===== src/rtl/pwm_peripheral.sv =====
// -----------------------------------------------------------------------------
// pwm_peripheral
//
// Turns the SPI-written configuration registers into 16 driven outputs. Each
// output is forced off, forced on, or follows one shared 8-bit PWM waveform.
// A prescaler (CLK_DIV clocks per count step) feeds an 8-bit free-running
// period counter. Each PWM period is therefore 256 * CLK_DIV clocks long.
//
// Optional feature (build macro PWM_DUTY_SHADOW_EN):
//   defined   : the duty value is captured into a shadow register on the
//               255->0 wrap. A mid-period write then waits for the next
//               period, so the output never produces a runt pulse.
//   undefined : the duty value is used directly, and a change shows up on
//               `out` one cycle later.
//
// Parameters
//   CLK_DIV          system clocks per PWM count step, 1..65535
//
// Ports
//   clk              system clock, rising edge
//   rst              synchronous, active-high reset
//   en_reg_out_7_0   output enable, outputs 7..0
//   en_reg_out_15_8  output enable, outputs 15..8
//   en_reg_pwm_7_0   PWM mode select, outputs 7..0
//   en_reg_pwm_15_8  PWM mode select, outputs 15..8
//   pwm_duty_cycle   duty value shared by every PWM-mode output
//   out              registered outputs
//   period_start     registered one-cycle pulse on the first count-0 cycle
//                    after each wrap
// -----------------------------------------------------------------------------
module pwm_peripheral #(
  parameter int unsigned CLK_DIV = 13
) (
  input  logic        clk,
  input  logic        rst,
  input  logic [7:0]  en_reg_out_7_0,
  input  logic [7:0]  en_reg_out_15_8,
  input  logic [7:0]  en_reg_pwm_7_0,
  input  logic [7:0]  en_reg_pwm_15_8,
  input  logic [7:0]  pwm_duty_cycle,
  output logic [15:0] out,
  output logic        period_start
);

  // $clog2(1) is 0, so the counter is kept at least one bit wide.
  localparam int unsigned DIV_W = (CLK_DIV > 1) ? $clog2(CLK_DIV) : 1;
  localparam logic [DIV_W-1:0] DIV_LAST = DIV_W'(CLK_DIV - 1);

  logic [15:0]      en_out;
  logic [15:0]      en_pwm;
  logic [DIV_W-1:0] div_cnt;
  logic [7:0]       pwm_cnt;
  logic             tick;
  logic             wrap;
  logic [7:0]       duty_active;
  logic             pwm_level;
  logic [15:0]      out_next;

  assign en_out = {en_reg_out_15_8, en_reg_out_7_0};
  assign en_pwm = {en_reg_pwm_15_8, en_reg_pwm_7_0};

  // With CLK_DIV = 1 the counter sits at 0 == DIV_LAST, so tick is constant.
  assign tick = (div_cnt == DIV_LAST);
  assign wrap = tick && (pwm_cnt == 8'hFF);

  // Prescaler and period counter.
  // NOTE: the reset is synchronous, so it is tested inside the clocked block
  // and is not in the sensitivity list. Its branch comes first, so it takes
  // priority over every other update in the same cycle.
  always_ff @(posedge clk) begin
    if (rst) begin
      div_cnt <= '0;
      pwm_cnt <= 8'h00;
    end else begin
      // NOTE: state registers use non-blocking assignments. Every flop then
      // samples the pre-edge values, whatever order the statements are in.
      if (tick) begin
        div_cnt <= '0;
        pwm_cnt <= pwm_cnt + 8'd1;   // 255 -> 0 wraps with no hold state
      end else begin
        div_cnt <= div_cnt + 1'b1;
      end
    end
  end

`ifdef PWM_DUTY_SHADOW_EN
  logic [7:0] duty_shadow;

  // The shadow loads on the same edge that wraps pwm_cnt to 0. The new
  // duty then covers the whole of the next period, starting at count 0.
  always_ff @(posedge clk) begin
    if (rst) begin
      duty_shadow <= 8'h00;
    end else if (wrap) begin
      duty_shadow <= pwm_duty_cycle;
    end
  end

  assign duty_active = duty_shadow;
`else
  assign duty_active = pwm_duty_cycle;
`endif

  // 0xFF is special-cased to a constant 1. Without it, the counter would
  // reach 255 and give a single low count per period.
  always_comb begin
    // NOTE: every combinational output gets a value before any branching,
    // so no path through the block can infer a latch.
    pwm_level = 1'b0;
    out_next  = 16'h0000;
    if (duty_active == 8'hFF) begin
      pwm_level = 1'b1;
    end else begin
      pwm_level = (pwm_cnt < duty_active);
    end
    // Enabled static outputs are 1, enabled PWM outputs follow the level,
    // and disabled outputs are 0.
    out_next = en_out & (~en_pwm | {16{pwm_level}});
  end

  always_ff @(posedge clk) begin
    if (rst) begin
      out          <= 16'h0000;
      period_start <= 1'b0;
    end else begin
      out          <= out_next;
      // Registered from the wrap, so the pulse lands on the first count-0
      // cycle of the new period. It never fires on reset release.
      period_start <= wrap;
    end
  end

endmodule


===== config.mk =====
export PLATFORM = sky130hd
export DESIGN_NAME = pwm_peripheral
export DESIGN_NICKNAME = d
export VERILOG_FILES = /design/src/rtl/pwm_peripheral.sv
export SDC_FILE = /design/constraint.sdc
export NUM_CORES = 1
export LEC_CHECK = 0
export ABC_AREA = 1
export BUFFER_PORTS_ARGS = -buffer_cell sky130_fd_sc_hd__buf_2
export CAP_MARGIN = 20
export CORE_AREA = 2 2 57 59
export CTS_CLUSTER_DIAMETER = 40
export DETAILED_ROUTE_END_ITERATION = 10
export DIE_AREA = 0 0 59 61
export GPL_TIMING_DRIVEN = 0
export PLACE_DENSITY = 0.79
export SKIP_CTS_REPAIR_TIMING = 1
export SYNTH_ARGS = -nofsm -noshare
export SYNTH_HDL_FRONTEND = slang
export SYNTH_SLANG_ARGS = --single-unit

===== constraint.sdc =====
create_clock -name clk -period 3.6 [get_ports clk]
set_input_delay 0.36 -clock clk [delete_from_list [all_inputs] [get_ports clk]]
set_output_delay 0.36 -clock clk [all_outputs]
set_load 0.005 [all_outputs]

==> flow_metrics.tcl, run 1 <==
set metrics [dict create \
    cts_tree "yes" \
    final_cell_mix "59 x buf_2, 53 x inv_1, 31 x nand2_1" \
    die_y_um 61 \
    die-area_mm2 0.00360 \
    drtPass1Iterations 4 \
    path_max_fanout 10 \
    slew_viol_final 0 \
    syn-cell-area_mm2 0.00147 \
    rows 20 \
    grt_max_degree 11 \
    arrival_ps 1840 \
    fp.dieW_um 59 \
    initial_core_util_pct 49.7 \
    vias_per_cell 4.65 \
    hp-class "in -> reg" \
    cp_cell_sequence "ha_1 -> a21oi_1 -> nand2_1 -> nand2_1 -> nand2_2 -> buf_6 -> nand3_1 -> nand2_1 -> inv_1" \
    crit_slowest_cell "dfxtp_1" \
    drc_errors 0 \
    core_mm2 0.00295 \
    num_io_pins 59 \
    worstMarginPinSlew_ps 512 \
    power.leakage_nw 1.09 \
    grt_usage_pct 19.1 \
    critPathKind "reg -> reg" \
    tns_ps 0 \
    area_growth_pct 26.1 \
    instances_no_fill 300 \
    antenna_cells 0 \
    ys.flop_type "dfxtp_1" \
    synth_seq_cells 29 \
    hp-start "en_reg_pwm_7_0[3]" \
    gp_congestion 0.707 \
    syn-num-nets 253 \
    startpoint "pwm_cnt[3]$_SDFFE_PP0P_" \
    dp_slack_ps 1950 \
    postRouteAntennaNets 0 \
    critPathCaptureType "flip-flop" \
    max_slew_margin_pct 65.9 \
    ys_async_sr_fraction_pct 0 \
    clk_pin_slew_ps 100 \
    nets 318 \
    clockBufferDepth 2 \
    routed_wl_mm 2.97 \
    hold_ws_ps 290 \
    grt_pass1_vias 1373 \
    wl_per_cell_um 9.89 \
    grt_pass1_wl_mm 5.22 \
    seq_area_frac_synth_pct 39.5 \
    hold_viol 0 \
    dp_cells 292 \
    syn_avg_cell_area_um2 7.31 \
    clk_latency_ps 330 \
    overflow 0 \
    rsz0062_at_grt "false" \
    drtIter0Drc 17 \
    clock-sinks 29 \
    critical_path.top_delay_family "flip-flops" \
    drv_cap 0 \
    drive_gt1_share_pct 30.0 \
    fillCellCount 284 \
    place_hpwl_mm 2.41 \
    port_buffers 58 \
    power_density_mw_per_mm2 323 \
    yosysUniqueCellTypes 29 \
    finalCritPeriodShare_pct 43.4 \
    irDropWorstVdd_mv 0.190 \
    required_ps 3880 \
    final_common_cell "buf_2" \
    antenna_found_initial 0 \
    setup_viol 0 \
    clock_skew_ps 8.14 \
    cpPeakStageDelay_ps 470 \
    cpMostUsedCell "nand2_1" \
    crit_buf_inv 2 \
    vias 1396 \
    synth_warnings 0 \
    synth_edf_count 0 \
    root_buffer "clkbuf_4" \
    htree_num_levels 2 \
    period_minus_slack_ps 1560 \
    fmax_ghz 0.640 \
    cts_made_buffers 5 \
    reg2reg_from "pwm_cnt[3]$_SDFFE_PP0P_" \
    cp-start-kind "flip-flop" \
    status "complete, no violations" \
    syn_inst 201 \
    setup_ws_ps 2040 \
]
-- Yosys cell counts, types with 2 or more instances --
cell type / number / area, µm²
dfxtp_1: 29 / 581
nor3_2: 2 / 20.0
nand3_2: 2 / 20.0
ha_1: 10 / 125
nor2_1: 25 / 93.8
inv_1: 53 / 199
nand2_1: 31 / 116
nor3_1: 2 / 10.0
o21ai_0: 4 / 20.0
nand3_1: 18 / 90.1
a21oi_1: 7 / 35.0
-- per-stage QoR --
stage                     instance area (µm²)  power, mW  util [%]
after CTS                                1850      0.601      62.7
after global placement                   1800      0.415      61.0
after floorplan                          1470      0.379         -
after detailed placement                 1800      0.418      61.0
final                                    1850      0.597      62.7
after global routing                     1850      0.627      62.7
-- registers in the layout (all words and copies together), names as in the netlist --
name	flops
period_start	1
pwm_cnt	8
div_cnt	4
out	16
-- per-layer routing --
metal	vias up	part of all wire, %	global-route usage (%)
met1	615	42	19.9
met5	-	0	0
li1	734	-	-
met4	0	2.4	9.42
met2	39	50	35.4
met3	8	5.8	5.33
-- worst paths after layout --
path	end	slack, ps	depth (start not counted)
max	out[11]$_SDFF_PP0_	2040	9
min	out[3]$_SDFF_PP0_	290	4
max reg2reg	out[11]$_SDFF_PP0_	2040	9
min reg2reg	div_cnt[0]$_SDFF_PP0_	480	1
-- worst reg2reg max path, stage by stage (launching register included) --
cell	delay, ps
dfxtp_1	470
ha_1	290
a21oi_1	140
nand2_1	80
nand2_1	70
nand2_2	110
buf_6	170
nand3_1	70
nand2_1	60
inv_1	50
-- logic make-up after synthesis --
| logic type | after synthesis | synth area share, % |
|---|---|---|
| and+or+nand+nor | 89 | 30.8 |
| adders and majority gates | 10 | 8.52 |
| DFF | 29 | 39.5 |
| xor gates and xnor gates | 2 | 1.19 |
| buffers and inverters | 58 | 15.4 |
| AOI/OAI and AO/OA | 13 | 4.60 |
-- area by class of cell --
class | count | area [µm²] | share of cell area, %
Inverter | 54 | 203 | 10.9
Sequential cell | 29 | 581 | 31.4
Timing Repair Buffer | 58 | 290 | 15.7
Clock buffer | 6 | 41.3 | 2.23
Clock inverter | 2 | 10.0 | 0.541
Multi-Input combinational cell | 114 | 662 | 35.7
Buffer | 4 | 23.8 | 1.28
Tap cell | 33 | 41.3 | 2.23
-- power breakdown --
group	internal, mW	leakage (nW)	switching (mW)
logic	0.0361	0.820	0.0357
registers	0.333	0.239	0.00477
clock network	0.0742	0.0320	0.113
Power figures use the tool's default switching activity.
==> inputs of run 2 (changes only) <==
--- a/config.mk
+++ b/config.mk
@@ -8,12 +8,12 @@
 export ABC_AREA = 1
 export BUFFER_PORTS_ARGS = -buffer_cell sky130_fd_sc_hd__buf_2
 export CAP_MARGIN = 20
-export CORE_AREA = 2 2 57 59
+export CORE_AREA = 2 2 62 64
 export CTS_CLUSTER_DIAMETER = 40
 export DETAILED_ROUTE_END_ITERATION = 10
-export DIE_AREA = 0 0 59 61
+export DIE_AREA = 0 0 64 66
 export GPL_TIMING_DRIVEN = 0
-export PLACE_DENSITY = 0.79
+export PLACE_DENSITY = 0.71
 export SKIP_CTS_REPAIR_TIMING = 1
 export SYNTH_ARGS = -nofsm -noshare
 export SYNTH_HDL_FRONTEND = slang
==> constraint.sdc (replaced) <==
create_clock -name clk -period 1.3 [get_ports clk]
set_input_delay 0.13 -clock clk [delete_from_list [all_inputs] [get_ports clk]]
set_output_delay 0.13 -clock clk [all_outputs]
set_load 0.005 [all_outputs]
==> run 2 against run 1 <==
The flow now finishes with violations (setup timing). Die area increased by 17%. Cell area is 15% higher. Critical path depth shrank 1. Worst setup slack got worse by 2100 ps. Register-to-register slack got worse by 2100 ps.
==> flow_metrics.tcl, run 2 (synthesis gave the netlist of run 1 again) <==
set metrics [dict create \
    rows 22 \
    cp-start-kind "flip-flop" \
    antenna_cells 0 \
    required_ps 1540 \
    wl_per_cell_um 9.85 \
    r2r_cells 8 \
    post-route-util_pct 59.9 \
    port_buffers 58 \
    core_mm2 0.00355 \
    top_register "out" \
    area_growth_pct 44.7 \
    final_common_cell "buf_2" \
    irDropWorstVdd_mv 0.605 \
    switchingPower_mw 0.409 \
    die_y_um 66 \
    critPathCaptureType "flip-flop" \
    rsz0062_at_grt "true" \
    violations "setup timing" \
    hold_viol 0 \
    final_cell_mix "59 x buf_2, 50 x inv_1, 26 x nand2_1" \
    whs_path_depth 4 \
    netSwitchingFraction_pct 24.1 \
    cts_tree "yes" \
    power_density_mw_per_mm2 797 \
    num_io_pins 59 \
    drv_cap 0 \
    hold_ws_ps 63.9 \
    crit_slowest_cell "dfxtp_2" \
    power.leakage_nw 1.16 \
    drc_errors 0 \
    cpMostUsedCell "nand3_4" \
    placed_cell_area_mm2 0.00185 \
    overflow 0 \
    clockBufferDepth 2 \
    hp-class "in -> reg" \
    status "complete, but fails checks" \
    antenna_found_initial 0 \
    root_buffer "clkbuf_4" \
    finalCritPeriodShare_pct 108 \
    tns_ps -1450 \
    setup_viol 20 \
    largest_registers "out x16, pwm_cnt x8, div_cnt x4" \
    postRouteAntennaNets 0 \
    setup_ws_ps -104 \
    drtPass1Iterations 2 \
    grt_usage_pct 15.4 \
    intPower_mw 1.29 \
    cpPeakStageDelay_ps 350 \
    grt_pass1_vias 1250 \
    initial_core_util_pct 41.4 \
    arrival_ps 1640 \
    critPathKind "reg -> reg" \
    clk_latency_ps 320 \
    max_slew_margin_pct 65.5 \
    path_max_fanout 5 \
    routed_wl_mm 3.21 \
    clock-sinks 29 \
    cts_made_buffers 5 \
    place_hpwl_mm 2.33 \
    worstMarginPinSlew_ps 517 \
    drtIter0Drc 12 \
    die-area_mm2 0.00422 \
    vias_per_cell 4.26 \
    grt_max_degree 11 \
    totalPowerFinal_mw 1.69 \
    fmax_ghz 0.712 \
    power_frac_comb_pct 13.3 \
    largest_reg_flops 16 \
    slew_viol_final 0 \
    drive_gt1_share_pct 43.9 \
    htree_num_levels 2 \
    nets 330 \
    p_clk_share_pct 31.9 \
    period_minus_slack_ps 1400 \
    grt_pass1_wl_mm 5.02 \
    gp_congestion 0.733 \
    clock_skew_ps 9.94 \
    cp_cell_sequence "inv_2 -> ha_4 -> nand3_4 -> buf_6 -> nor2_4 -> nand3_4 -> o21ai_1 -> nor3b_2" \
    seqPwrFrac_pct 54.8 \
    clk_pin_slew_ps 90 \
    vias 1390 \
    fp.dieW_um 64 \
    rrSetupSlack_ps -100 \
    final_cell_area_mm2 0.00213 \
]
==> run 2: cell types whose count changed in the layout (fill, tap and decap cells not counted), moves of 6 or more <==
cell     delta
buf_4      +11
ha_4        +6
dfxtp_1     -9
ha_1        -7
==> run 2: area by class of cell <==
class                           instances  area, µm²
Fill cell                             333       1430
Multi-Input combinational cell        114        798
Sequential cell                        29        602
Timing Repair Buffer                   70        384
Inverter                               54        203
Tap cell                               48       60.1
Clock buffer                            7       55.1
Buffer                                  4       23.8
==> run 2: per-stage QoR <==
stage,setup slack (ps),instances
final,-104,326
after global routing,-190,326
after CTS,-203,314
after detailed placement,-197,307
after global placement,-166,307
after floorplan,-9.66,201
==> run 2: metal layers <==
metal	part of all wire, %	vias up	global-route usage (%)
met1	42	594	17.1
met5	0	-	0
li1	-	757	-
met2	50	32	25.5
met4	1.7	0	6.79
met3	6.0	7	6.81
==> run 2: power groups by stage <==
stage / Combinational (mW) / Sequential [mW] / Clock (mW)
after floorplan: 0.0921 / 0.959 / 0
after global placement: 0.197 / 0.954 / 0
after detailed placement: 0.201 / 0.955 / 0
after CTS: 0.202 / 0.934 / 0.553
after global routing: 0.261 / 0.933 / 0.598
final: 0.225 / 0.929 / 0.541
==> run 2: final timing paths <==
path,startpoint,endpoint
hold reg to reg,div_cnt[0]$_SDFF_PP0_,div_cnt[0]$_SDFF_PP0_
setup / recovery,div_cnt[0]$_SDFF_PP0_,pwm_cnt[7]$_SDFFE_PP0P_
setup reg to reg,div_cnt[0]$_SDFF_PP0_,pwm_cnt[7]$_SDFFE_PP0P_
hold / removal,en_reg_pwm_7_0[0],out[0]$_SDFF_PP0_
==> run 2: critical path: cells and delay by family (launching register included) <==
kind / cells / cell delay (ps)
AND/OR/NAND/NOR: 4 / 500
flip-flops: 1 / 350
adder cells (fa/ha/maj): 1 / 130
AO/OA/AOI/OAI: 1 / 140
buffers and inverters: 2 / 220
==> inputs of run 3 (changes only) <==
--- a/config.mk
+++ b/config.mk
@@ -5,13 +5,12 @@
 export SDC_FILE = /design/constraint.sdc
 export NUM_CORES = 1
 export LEC_CHECK = 0
-export ABC_AREA = 1
 export BUFFER_PORTS_ARGS = -buffer_cell sky130_fd_sc_hd__buf_2
 export CAP_MARGIN = 20
-export CORE_AREA = 2 2 62 64
+export CORE_AREA = 2 2 60 62
 export CTS_CLUSTER_DIAMETER = 40
 export DETAILED_ROUTE_END_ITERATION = 10
-export DIE_AREA = 0 0 64 66
+export DIE_AREA = 0 0 62 64
 export GPL_TIMING_DRIVEN = 0
 export PLACE_DENSITY = 0.71
 export SKIP_CTS_REPAIR_TIMING = 1
==> run 3 against run 2 <==
The run still ends with setup timing left. Utilization rose by 3.8 points. Worst setup slack got worse by 220 ps. Critical path depth fell by 2. Hold slack got worse by 35 ps. Global-route usage rose by 0.055 points. Via count fell by 8.7%. Non-clock buffer count rose by 12. Critical path type unchanged. Largest power group unchanged.
==> flow_metrics.tcl, run 3 <==
set metrics [dict create \
    final_common_cell "buf_2" \
    violations "setup timing" \
    arrival_ps 1840 \
    antenna_cells 0 \
    routed_wl_mm 3.41 \
    tns_ps -5130 \
    seq_area_frac_synth_pct 43.2 \
    rsz0062_at_grt "true" \
    ys_top_cells_by_count "29 x dfxtp_1, 16 x nand2b_1, 11 x a21oi_1" \
    r2r_cells 6 \
    netSwitchingFraction_pct 24.6 \
    instances_no_fill 272 \
    finalCritPeriodShare_pct 125 \
    dp_slack_ps -468 \
    irDropWorstVdd_mv 0.635 \
    seqPwrFrac_pct 54.8 \
    ys_async_sr_fraction_pct 0 \
    syn-cell-area_mm2 0.00134 \
    cts_made_buffers 5 \
    synth_seq_cells 29 \
    synth_area_leaders "dfxtp_1 43%, ha_1 9.3%, nand2b_1 7.5%" \
    fmax_ghz 0.616 \
    hp-class "in -> reg" \
    syn_inst 137 \
    fp.dieW_um 62 \
    nets 277 \
    required_ps 1520 \
    vias_per_cell 4.67 \
    switchingPower_mw 0.419 \
    clk_latency_ps 330 \
    rows 21 \
    grt_pass1_vias 1102 \
    antenna_found_initial 0 \
    power_density_mw_per_mm2 816 \
    core_mm2 0.00328 \
    clock_skew_ps 7.85 \
    power.leakage_nw 0.933 \
    drtPass1Iterations 4 \
    fillCellCount 272 \
    critPathKind "reg -> reg" \
    synth_warnings 0 \
    clock-sinks 29 \
    cp-start-kind "flip-flop" \
    wl_per_cell_um 12.5 \
    whs_path_depth 3 \
    synth_most_common_cell "dfxtp_1" \
    place_hpwl_mm 2.18 \
    synth_edf_count 0 \
    largest_reg_flops 16 \
    port_buffers 57 \
    status "complete, but fails checks" \
    postRouteAntennaNets 0 \
    setup_viol 20 \
    syn_avg_cell_area_um2 9.80 \
    power_frac_comb_pct 15.5 \
    path_max_fanout 6 \
    setup_ws_ps -324 \
    root_buffer "clkbuf_4" \
    yosysUniqueCellTypes 30 \
    overflow 0 \
    ys.flop_type "dfxtp_1" \
    synth_top_area_share_pct 43.2 \
    top_register "out" \
    dp_cells 240 \
    drtIter0Drc 13 \
    largest_registers "out x16, pwm_cnt x8, div_cnt x4" \
    max_slew_margin_pct 68.8 \
    synth_top_area_cell "dfxtp_1" \
    grt_usage_pct 15.5 \
    multi_input_area_um2 802 \
    seqCellArea_um2 594 \
    initial_core_util_pct 40.9 \
    drv_cap 0 \
    grt_max_degree 11 \
    drive_gt1_share_pct 48.2 \
    die_y_um 64 \
    grt_pass1_wl_mm 4.45 \
    area_growth_pct 55.7 \
    syn-num-nets 189 \
    vias 1269 \
    die-area_mm2 0.00397 \
    htree_num_levels 2 \
    critPathCaptureType "flip-flop" \
    period_minus_slack_ps 1620 \
    worstMarginPinSlew_ps 467 \
    drc_errors 0 \
    clockBufferDepth 2 \
    slew_viol_final 0 \
    hold_viol 0 \
    num_io_pins 59 \
    gp_congestion 0.715 \
    clk_pin_slew_ps 80 \
    final_cell_mix "57 x buf_2, 22 x dfxtp_1, 16 x nand2b_1, 16 x dlygate4sd3_1, 13 x a21oi_2" \
    p_clk_share_pct 29.7 \
    intPower_mw 1.29 \
    hold_ws_ps 29.0 \
    cts_tree "yes" \
]
==> run 3: stage by stage <==
step	power, mW	cell area [µm²]	utilization [%]
finish	1.71	2090	63.7
global route	1.79	2090	63.7
CTS	1.67	1770	53.9
detailed placement	1.16	1720	52.5
global placement	1.16	1720	52.5
floorplan	1.05	1380	-
==> run 3: area by class of cell <==
cell class / count / area share [%]
Inverter: 10 / 1.80
Tap cell: 46 / 2.75
Timing Repair Buffer: 81 / 24.7
Buffer: 5 / 1.62
Clock buffer: 8 / 2.33
Multi-Input combinational cell: 93 / 38.4
Sequential cell: 29 / 28.4
==> run 3: per-layer routing <==
metal	vias up	global-route usage [%]	share of wire, %
li1	647	-	-
met4	0	9.57	2.1
met3	8	6.07	6.6
met2	49	23.8	54
met1	565	17.3	37
met5	-	0	0
==> run 3: worst paths after layout <==
check                           to  slack [ps]                     from
max              out[3]$_SDFF_PP0_        -320  pwm_cnt[5]$_SDFFE_PP0P_
min              out[0]$_SDFF_PP0_          30        en_reg_out_7_0[0]
max reg2reg      out[3]$_SDFF_PP0_        -320  pwm_cnt[5]$_SDFFE_PP0P_
min reg2reg  div_cnt[0]$_SDFF_PP0_         450    div_cnt[0]$_SDFF_PP0_
==> run 3: power by group through the flow <==
stage	Combinational, mW	Sequential (mW)	Clock [mW]
finish	0.264	0.935	0.506
CTS	0.206	0.936	0.527
global placement	0.202	0.956	0
global route	0.294	0.939	0.561
floorplan	0.0916	0.960	0
detailed placement	0.206	0.957	0
==> run 3: worst max-delay path, cell delays in order (launching register included) <==
cell and delay, ps:
dfxtp_2 360, ha_4 270, and4_1 190, o21ai_2 70
o32ai_4 370, buf_6 180, a21oi_1 70
==> run 3: logic make-up (layout without fill, tap and decap cells) <==
logic type | count (synthesis) | count (layout) | synth area share [%]
buffers and inverters | 15 | 104 | 4.85
and+or+nand+nor | 47 | 47 | 20.3
xor gates and xnor gates | 7 | 7 | 4.57
adders and majority gates | 10 | 10 | 9.32
DFF | 29 | 29 | 43.2
AOI/OAI and AO/OA | 29 | 29 | 17.7
